[src/rtl/nock_dispatch_ctrl_pkg.sv]
// rtl/nock_dispatch_ctrl_pkg.sv - shared widths, control-mux select codes and dispatch FSM encodings
//
// Purpose: single source for the memory address/data widths, the MUX_* select codes
// used by the shared control mux, and the 3-bit dispatch state encodings.
// Ports: none (package).

package nock_dispatch_ctrl_pkg;

    localparam int ADDR_W = 32;
    localparam int DATA_W = 64;

    localparam logic [2:0] MUX_TRAVERSAL = 3'd0;
    localparam logic [2:0] MUX_EXECUTE   = 3'd1;
    localparam logic [2:0] MUX_CELL      = 3'd2;
    localparam logic [2:0] MUX_INCR      = 3'd3;
    localparam logic [2:0] MUX_EQUAL     = 3'd4;
    localparam logic [2:0] MUX_EDIT      = 3'd5;

    localparam logic [2:0] DISPATCH_IDLE    = 3'd0;
    localparam logic [2:0] DISPATCH_LAUNCH  = 3'd1;
    localparam logic [2:0] DISPATCH_WAIT    = 3'd2;
    localparam logic [2:0] DISPATCH_RELEASE = 3'd3;
    localparam logic [2:0] DISPATCH_RESPOND = 3'd4;

    typedef struct packed {
        logic [3:0] sys_func;
        logic [3:0] state;
        logic       error;
    } done_resp_t;

    // Only the five opcode submodules are legal dispatch targets.
    function automatic logic is_module_sel(input logic [2:0] code);
        return (code >= MUX_EXECUTE) && (code <= MUX_EDIT);
    endfunction

endpackage

[src/rtl/nock_dispatch_ctrl.sv]
// rtl/nock_dispatch_ctrl.sv - hands the shared module address/data path from traversal to one opcode submodule and back
//
// Purpose: accepts one dispatch request from traversal, drives the control-mux select,
// pulses module_start, waits for finished, releases the mux back to traversal and
// presents the captured return_sys_func/return_state until traversal accepts it.
// Optional macro: DISPATCH_TIMEOUT_EN adds a WAIT-state timeout (TIMEOUT_CYCLES).
// Ports:
//   clk, rst (async, active-low)
//   req_valid/req_ready/req_sel/req_address/req_data   dispatch request from traversal
//   sel, module_start, module_address, module_data      control mux and submodule drive
//   finished, return_sys_func, return_state             muxed submodule completion
//   done_valid/done_ready/done_sys_func/done_state/done_error   response to traversal
//   busy                                                state != IDLE

module nock_dispatch_ctrl
    import nock_dispatch_ctrl_pkg::*;
#(
    parameter int TIMEOUT_CYCLES = 4096,
    parameter int TIMEOUT_W      = 13
) (
    input  logic              clk,
    input  logic              rst,
    input  logic              req_valid,
    output logic              req_ready,
    input  logic [2:0]        req_sel,
    input  logic [ADDR_W-1:0] req_address,
    input  logic [DATA_W-1:0] req_data,
    output logic [2:0]        sel,
    output logic              module_start,
    output logic [ADDR_W-1:0] module_address,
    output logic [DATA_W-1:0] module_data,
    input  logic              finished,
    input  logic [3:0]        return_sys_func,
    input  logic [3:0]        return_state,
    output logic              done_valid,
    input  logic              done_ready,
    output logic [3:0]        done_sys_func,
    output logic [3:0]        done_state,
    output logic              done_error,
    output logic              busy
);

    logic [2:0] state;
    logic [2:0] target_sel;
    done_resp_t resp;

`ifdef DISPATCH_TIMEOUT_EN
    logic [TIMEOUT_W-1:0] wait_count;
`endif

    always_ff @(posedge clk or negedge rst) begin
        if (!rst) begin
            state          <= DISPATCH_IDLE;
            target_sel     <= MUX_TRAVERSAL;
            module_address <= '0;
            module_data    <= '0;
            resp           <= '0;
`ifdef DISPATCH_TIMEOUT_EN
            wait_count     <= '0;
`endif
        end else begin
            case (state)
                DISPATCH_IDLE: begin
                    if (req_valid) begin
                        module_address <= req_address;
                        module_data    <= req_data;
                        target_sel     <= req_sel;
                        if (is_module_sel(req_sel)) begin
                            resp  <= '0;
                            state <= DISPATCH_LAUNCH;
                        end else begin
                            // Bad target: answer immediately without touching the mux.
                            resp  <= '{sys_func: 4'h0, state: 4'h0, error: 1'b1};
                            state <= DISPATCH_RESPOND;
                        end
                    end
                end
                DISPATCH_LAUNCH: begin
                    // finished here still belongs to the previous owner of the mux.
`ifdef DISPATCH_TIMEOUT_EN
                    wait_count <= '0;
`endif
                    state <= DISPATCH_WAIT;
                end
                DISPATCH_WAIT: begin
                    if (finished) begin
                        resp  <= '{sys_func: return_sys_func, state: return_state, error: 1'b0};
                        state <= DISPATCH_RELEASE;
`ifdef DISPATCH_TIMEOUT_EN
                    end else if (wait_count == TIMEOUT_W'(TIMEOUT_CYCLES - 1)) begin
                        resp  <= '{sys_func: 4'h0, state: 4'h0, error: 1'b1};
                        state <= DISPATCH_RELEASE;
                    end else begin
                        wait_count <= wait_count + TIMEOUT_W'(1);
`endif
                    end
                end
                DISPATCH_RELEASE: begin
                    state <= DISPATCH_RESPOND;
                end
                DISPATCH_RESPOND: begin
                    if (done_ready) begin
                        state <= DISPATCH_IDLE;
                    end
                end
                default: begin
                    state <= DISPATCH_IDLE;
                end
            endcase
        end
    end

    // The mux belongs to the target only while it is being started and awaited.
    assign sel          = (state == DISPATCH_LAUNCH || state == DISPATCH_WAIT) ? target_sel : MUX_TRAVERSAL;
    assign module_start = (state == DISPATCH_LAUNCH);
    assign req_ready    = (state == DISPATCH_IDLE);
    assign busy         = (state != DISPATCH_IDLE);
    assign done_valid   = (state == DISPATCH_RESPOND);
    assign done_sys_func = resp.sys_func;
    assign done_state    = resp.state;
    assign done_error    = resp.error;

endmodule
[config.mk]
export PLATFORM = sky130hd
export DESIGN_NAME = nock_dispatch_ctrl
export DESIGN_NICKNAME = d
export VERILOG_FILES = /design/src/rtl/nock_dispatch_ctrl_pkg.sv /design/src/rtl/nock_dispatch_ctrl.sv
export SDC_FILE = /design/constraint.sdc
export NUM_CORES = 1
export LEC_CHECK = 0
export ABC_AREA = 1
export CAP_MARGIN = 20
export CORE_ASPECT_RATIO = 0.75
export CORE_MARGIN = 2
export CORE_UTILIZATION = 25
export CTS_BUF_LIST = sky130_fd_sc_hd__clkbuf_2
export CTS_CLUSTER_SIZE = 20
export DETAILED_ROUTE_END_ITERATION = 10
export HOLD_SLACK_MARGIN = 0.1
export PLACE_DENSITY_LB_ADDON = 0.08
export SLEW_MARGIN = 10
export SYNTH_ARGS = -nofsm -noshare
export SYNTH_HDL_FRONTEND = slang
export SYNTH_SLANG_ARGS = --single-unit
[constraint.sdc]
create_clock -name clk -period 1.3 [get_ports clk]
set_input_delay 0.39 -clock clk [delete_from_list [all_inputs] [get_ports clk]]
set_output_delay 0.39 -clock clk [all_outputs]
set_load 0.01 [all_outputs]
* Word-level counts from Yosys, hierarchy flattened
Cells that the tools add are included.
** Cells by class
- $lt $le $gt $ge :: 2
- Equality and inequality tests :: 7
- Muxes and demuxes :: 10
- Reduce and logical (&&, ||, !) cells :: 8
** Operators with widths (number)
- $mux W9 :: 2
- $pmux W9 S2 :: 1
- $mux W3 :: 5
- $pmux W3 S5 :: 1
- $eq A3 B2 Y1 const B :: 2
- $reduce_and A3 Y1 :: 2
- $ne A2 B2 Y1 const B :: 2
- $eq A3 B1 Y1 const B :: 1
- $eq A3 B3 Y1 const B :: 1
- $ge A3 B1 Y1 const B :: 1
- $le A3 B3 Y1 const B :: 1
- $logic_not A3 Y1 :: 1
- $reduce_bool A3 Y1 :: 1
- $ne A2 B1 Y1 const B :: 1
- $reduce_and A2 Y1 :: 1
- $reduce_bool A2 Y1 :: 1
- $logic_and A1 B1 Y1 :: 1
- $logic_or A1 B1 Y1 :: 1
- $mux W1 :: 1
** Storage, ports and cells
- Bits in registers :: 111
- Bits of input ports :: 112
- Output and inout bits :: 112
- Logic and storage cells :: 34

* Logic depth before layout (Yosys ltp)
- Depth after elaboration :: 5
- Gate-level depth with buffers :: 8

* Worst setup path after synthesis
OpenSTA, ideal clock, no wires.
- Path kind :: reg-to-output
- From :: register state[2]
- To :: output sel[0]
- Arrival time :: 0.975 ns
- Path slack :: -0.065 ns
- Stages on the path, launching flop included :: 6
- Path buffers :: 0
- Path through :: dfrtp_1 -> nor2_2 -> nand2_1 -> nand2_1 -> inv_1 -> nor2_1
** Between the ends
- Word-level cells in the longest chain between the ends :: 3
** RTL lines
- start, declared :: line nock_dispatch_ctrl.sv:43 : logic [2:0] state;
- start signal, assigned :: line nock_dispatch_ctrl.sv:53 : state <= DISPATCH_IDLE;
- start signal, assigned :: line nock_dispatch_ctrl.sv:70 : state <= DISPATCH_LAUNCH;
- start signal, assigned :: line nock_dispatch_ctrl.sv:74 : state <= DISPATCH_RESPOND;
- $eq A3 B1 Y1 or $eq A3 B2 Y1 (tied branches) :: line nock_dispatch_ctrl.sv:114 : assign sel = (state == DISPATCH_LAUNCH || state == DISPATCH_WAIT) ? target_sel : MUX_TRAVERSAL;
- $logic_or A1 B1 Y1 * :: line nock_dispatch_ctrl.sv:114
- $mux W3 * :: line nock_dispatch_ctrl.sv:114
- end, declared :: line nock_dispatch_ctrl.sv:28 : output logic [2:0] sel,
Mark *: on every way between the ends. The rest lies on a longest branch, timed or not.

* Final worst setup path
- From :: register state[0]
- To :: output busy
** Between the ends
- Word-level cells in the longest chain between the ends :: 1
** RTL lines
- $reduce_bool A3 Y1 :: line nock_dispatch_ctrl.sv:117 : assign busy = (state != DISPATCH_IDLE);
- end, declared :: line nock_dispatch_ctrl.sv:40 : output logic busy
Every way passes these cells.

==> run summary <==
Detailed placement finished with a half-perimeter wire length of 9.35 mm. In the post-synthesis netlist, the biggest area contributors are sky130_fd_sc_hd__dfrtp_1 64%, sky130_fd_sc_hd__nand2_1 28%, sky130_fd_sc_hd__nand3_1 1.7%, sky130_fd_sc_hd__buf_6 1.6%, sky130_fd_sc_hd__inv_1 1.3%. The global-route wire length before repair is 25.4 mm. The sequential element share of the synthesized area came out at 64.0%.

After synthesis, the netlist uses 15 different library cells. Summed over all nets, wire length on met2 after detailed routing comes to 8.21 mm. The top cell types in the final layout, fill and taps aside, are 161 x sky130_fd_sc_hd__nand2_1, 110 x sky130_fd_sc_hd__clkdlybuf4s50_1, 109 x sky130_fd_sc_hd__dfrtp_1, 102 x sky130_fd_sc_hd__nand2_2, 75 x sky130_fd_sc_hd__buf_4. The length of routed wiring on met1 came out at 7.67 mm. The worst slew slack as a fraction of its limit is 73.5%. The kind of cell with the highest combined delay along the critical path is flip-flops. The biggest area consumer among synthesized cells is sky130_fd_sc_hd__dfrtp_1. The number of register bits inferred by synthesis is 111. The worst hold path belongs to the class input pin to asynchronous set/reset pin.

The maximum clock insertion buffer count is 2. The later pin in the worst-skew pair is clocked with a latency of 0.62 ns. The number of instances in the placed design is 941. The worst setup path is captured at a primary output. The mean area per synthesized cell is 8.72 um^2. The number of CTS-inserted buffers came out at 9. The power per cell area came out at 2440 nW/um^2.

The iteration count of the initial detailed-routing pass is 4. The clock skew after layout came out at 0.0365 ns. The initial antenna violation count was 0. The final layout net count is 961. After detailed routing, the total wire length is 17.3 mm. The count of buffers added on input and output ports is 223. The max-slew violation total from the final report is 0. The via count of the routed design came out at 4583. In the routed design, unresolved DRC markers number 0. The post-synth design cell area is 4340 um^2. The horizontal extent of the die is 156 um. The count of clock tree sinks came out at 111.

The routed via count divided by cell count is 4.30. The run finished, with violations left. The top cell type's share of synthesized area is 64.0%.

The clock-pin slew on the worst setup and hold paths came out at 0.30 ns. For this block, the initial DRC count from the detailed router was 156. In the final layout, the multi-input gates occupy 2170 um^2. The type of origin of the critical path is a flip-flop. TritonCTS built the clock tree. The final core area utilization came out at 54.4%.

The finished layout holds 1067 standard cells, fillers aside. Global routing finished with a remaining overflow of 0. The critical path goes through nor2_4 > buf_6 > nand2_8 > buf_6 > buf_6. The most common cell after layout, fill and taps aside is sky130_fd_sc_hd__nand2_1.

The die covers 18500 um^2. The flip-flop and latch area is 2780 um^2. The area added between synthesis and finish came out at 112%. The leakage power of the design came out at 0.00477 uW. The delay of the slowest critical-path stage is 0.51 ns. The critical path data required time is 0.91 ns. The initial standard-cell utilization of the core came out at 25.7%. In this run the remaining antenna-violating nets after routing total 0.

The largest net degree at the start of global routing came out at 66. The number of maximum-capacitance constraint violations came out at 0. The total count of hold-check failures in the final report came out at 0. The endpoint arrival time on the critical path came out at 1.64 ns. The total number of placement rows came out at 41. The tree is rooted in a sky130_fd_sc_hd__clkbuf_2. The worst path uses 156% of the clock period. The checks that failed: negative setup slack.

Together, buffers and inverters on the worst path number 3. The largest driver fanout on the critical path is 3. The final estimated routing congestion in global placement came out at 0.756. Summed over all failing endpoints, the final setup total negative slack is -105.81 ns. The number of warnings issued by yosys came out at 0.

The worst IR drop on VDD came out at 0.935 mV. In the post-route analysis, the smallest setup slack over all paths is -0.731 ns. The routed length on met3 is 1.27 mm. The highest-delay cell along the critical path is sky130_fd_sc_hd__dfrtp_2. The maximum level of the CTS H-tree is 3. The highest attainable clock frequency is 492 MHz. Setup violations remaining at the end of the flow were counted as 222. The number of antenna cells inserted is 0. Synthesis produced a netlist whose cell count is 498.

The boundary pin count is 224. The time the final worst path needs with I/O delays and setup is 2.03 ns. Setup repair after global routing could not meet its margin everywhere. The number of fillers in the final layout came out at 1546. The fraction of final layout cells sized beyond drive strength 1 came out at 53.6%. The synthesized net count came out at 610.

The critical path in this run is classified as flip-flop to primary output. The via count of the first global-routing pass came out at 4473. After floorplanning, the core was sized to cover 16900 um^2. The highest metal layer carrying signal wires in the routed design is met4.

The routed wire length per instance came out at 16.2 um. At the pin with the least slew margin, the transition time is 0.397 ns. Among the stages of the critical path, the cell type that occurs most often is sky130_fd_sc_hd__buf_6. The die outline height is 118 um. The global-route total usage across every layer is 18.2%.
## power breakdown
part           internal (uW)  switching (uW)
clock                    618            1130
sequential              5090            1170
combinational           8060            6390
## worst min-delay path, cell delays in order
cell and delay [ns]:
sky130_fd_sc_hd__dlygate4sd3_1 0.53, sky130_fd_sc_hd__buf_4 0.15, sky130_fd_sc_hd__buf_12 0.24
## flip-flops by register name, indices dropped and copies added, names as in the netlist
name            flops
module_data        64
done_error          1
done_sys_func       4
state               3
done_state          4
target_sel          3
module_address     32
## synth_stat cells
master	number
sky130_fd_sc_hd__nor2_2	2
sky130_fd_sc_hd__dfrtp_1	111
sky130_fd_sc_hd__buf_1	3
sky130_fd_sc_hd__inv_2	2
sky130_fd_sc_hd__nor2_4	1
sky130_fd_sc_hd__buf_2	2
sky130_fd_sc_hd__nand2_2	1
sky130_fd_sc_hd__nor2_1	6
sky130_fd_sc_hd__buf_6	6
sky130_fd_sc_hd__clkbuf_1	4
sky130_fd_sc_hd__inv_1	15
sky130_fd_sc_hd__buf_4	7
sky130_fd_sc_hd__nand2_1	319
sky130_fd_sc_hd__nand3_1	15
sky130_fd_sc_hd__o21ai_0	4
## per-stage QoR
| stage | total power [uW] | hold WS [ns] | setup slack [ns] | instance area (um^2) |
|---|---|---|---|---|
| 3_3_place_gp | 14500 | 0.423 | -0.523 | 7020 |
| 2_1_floorplan | 9550 | 0.0944 | -0.0358 | 4370 |
| 3_5_place_dp | 14600 | 0.416 | -0.542 | 7020 |
| 5_1_grt | 23900 | 0.184 | -0.881 | 9210 |
| 4_1_cts | 19400 | 0.191 | -0.816 | 8090 |
| 6_report | 22500 | 0.252 | -0.731 | 9210 |
## cells by family after synthesis
| logic type | share of synthesized area (%) |
|---|---|
| buffers and inverters | 5.07 |
| flip-flops | 64.0 |
| AO/OA/AOI/OAI | 0.461 |
| AND/OR/NAND/NOR | 30.5 |
## per-layer routing
metal	GRT usage [%]	vias to the layer above
met5	0	-
met4	3.84	0
met3	6.12	12
met2	28.3	141
met1	24.7	2223
li1	-	2207
## timing repair
| action | 4_1_cts | 5_1_grt |
|---|---|---|
| buffers inserted | 38 | 61 |
| hold endpoints to repair | 111 | 0 |
| hold buffers | 1 | 0 |
| cloned | 23 | 1 |
| endpoints found under the setup margin | 221 | 222 |
| pin swaps | 22 | 74 |
| resized for setup | 596 | 224 |
## path summary, 6_finish.rpt
path	from	to	slack (ns)	depth (start not counted)
worst max-delay path	state[0]$_DFFE_PN0P_	busy	-0.73	5
worst min-delay path	rst	module_data[4]$_DFFE_PN0P_	0.25	3
worst max register to register	state[0]$_DFFE_PN0P_	module_address[7]$_DFFE_PN0P_	-0.71	14
worst min register to register	module_address[24]$_DFFE_PN0P_	module_address[24]$_DFFE_PN0P_	0.51	2
max in group asynchronous	rst	module_data[31]$_DFFE_PN0P_	0.66	3
min in group clk	req_data[62]	module_data[62]$_DFFE_PN0P_	0.25	3
## layout make-up
| class | instances | share of cell area, % |
|---|---|---|
| inverters | 17 | 0.883 |
| flip-flops and latches | 111 | 30.2 |
| clock inverters | 4 | 0.788 |
| clock buffers | 10 | 0.544 |
| well taps | 215 | 2.92 |
| multi-input cells | 348 | 23.6 |
| repair buffers | 362 | 41.1 |
Note: power is estimated with default switching activity, not from simulation.
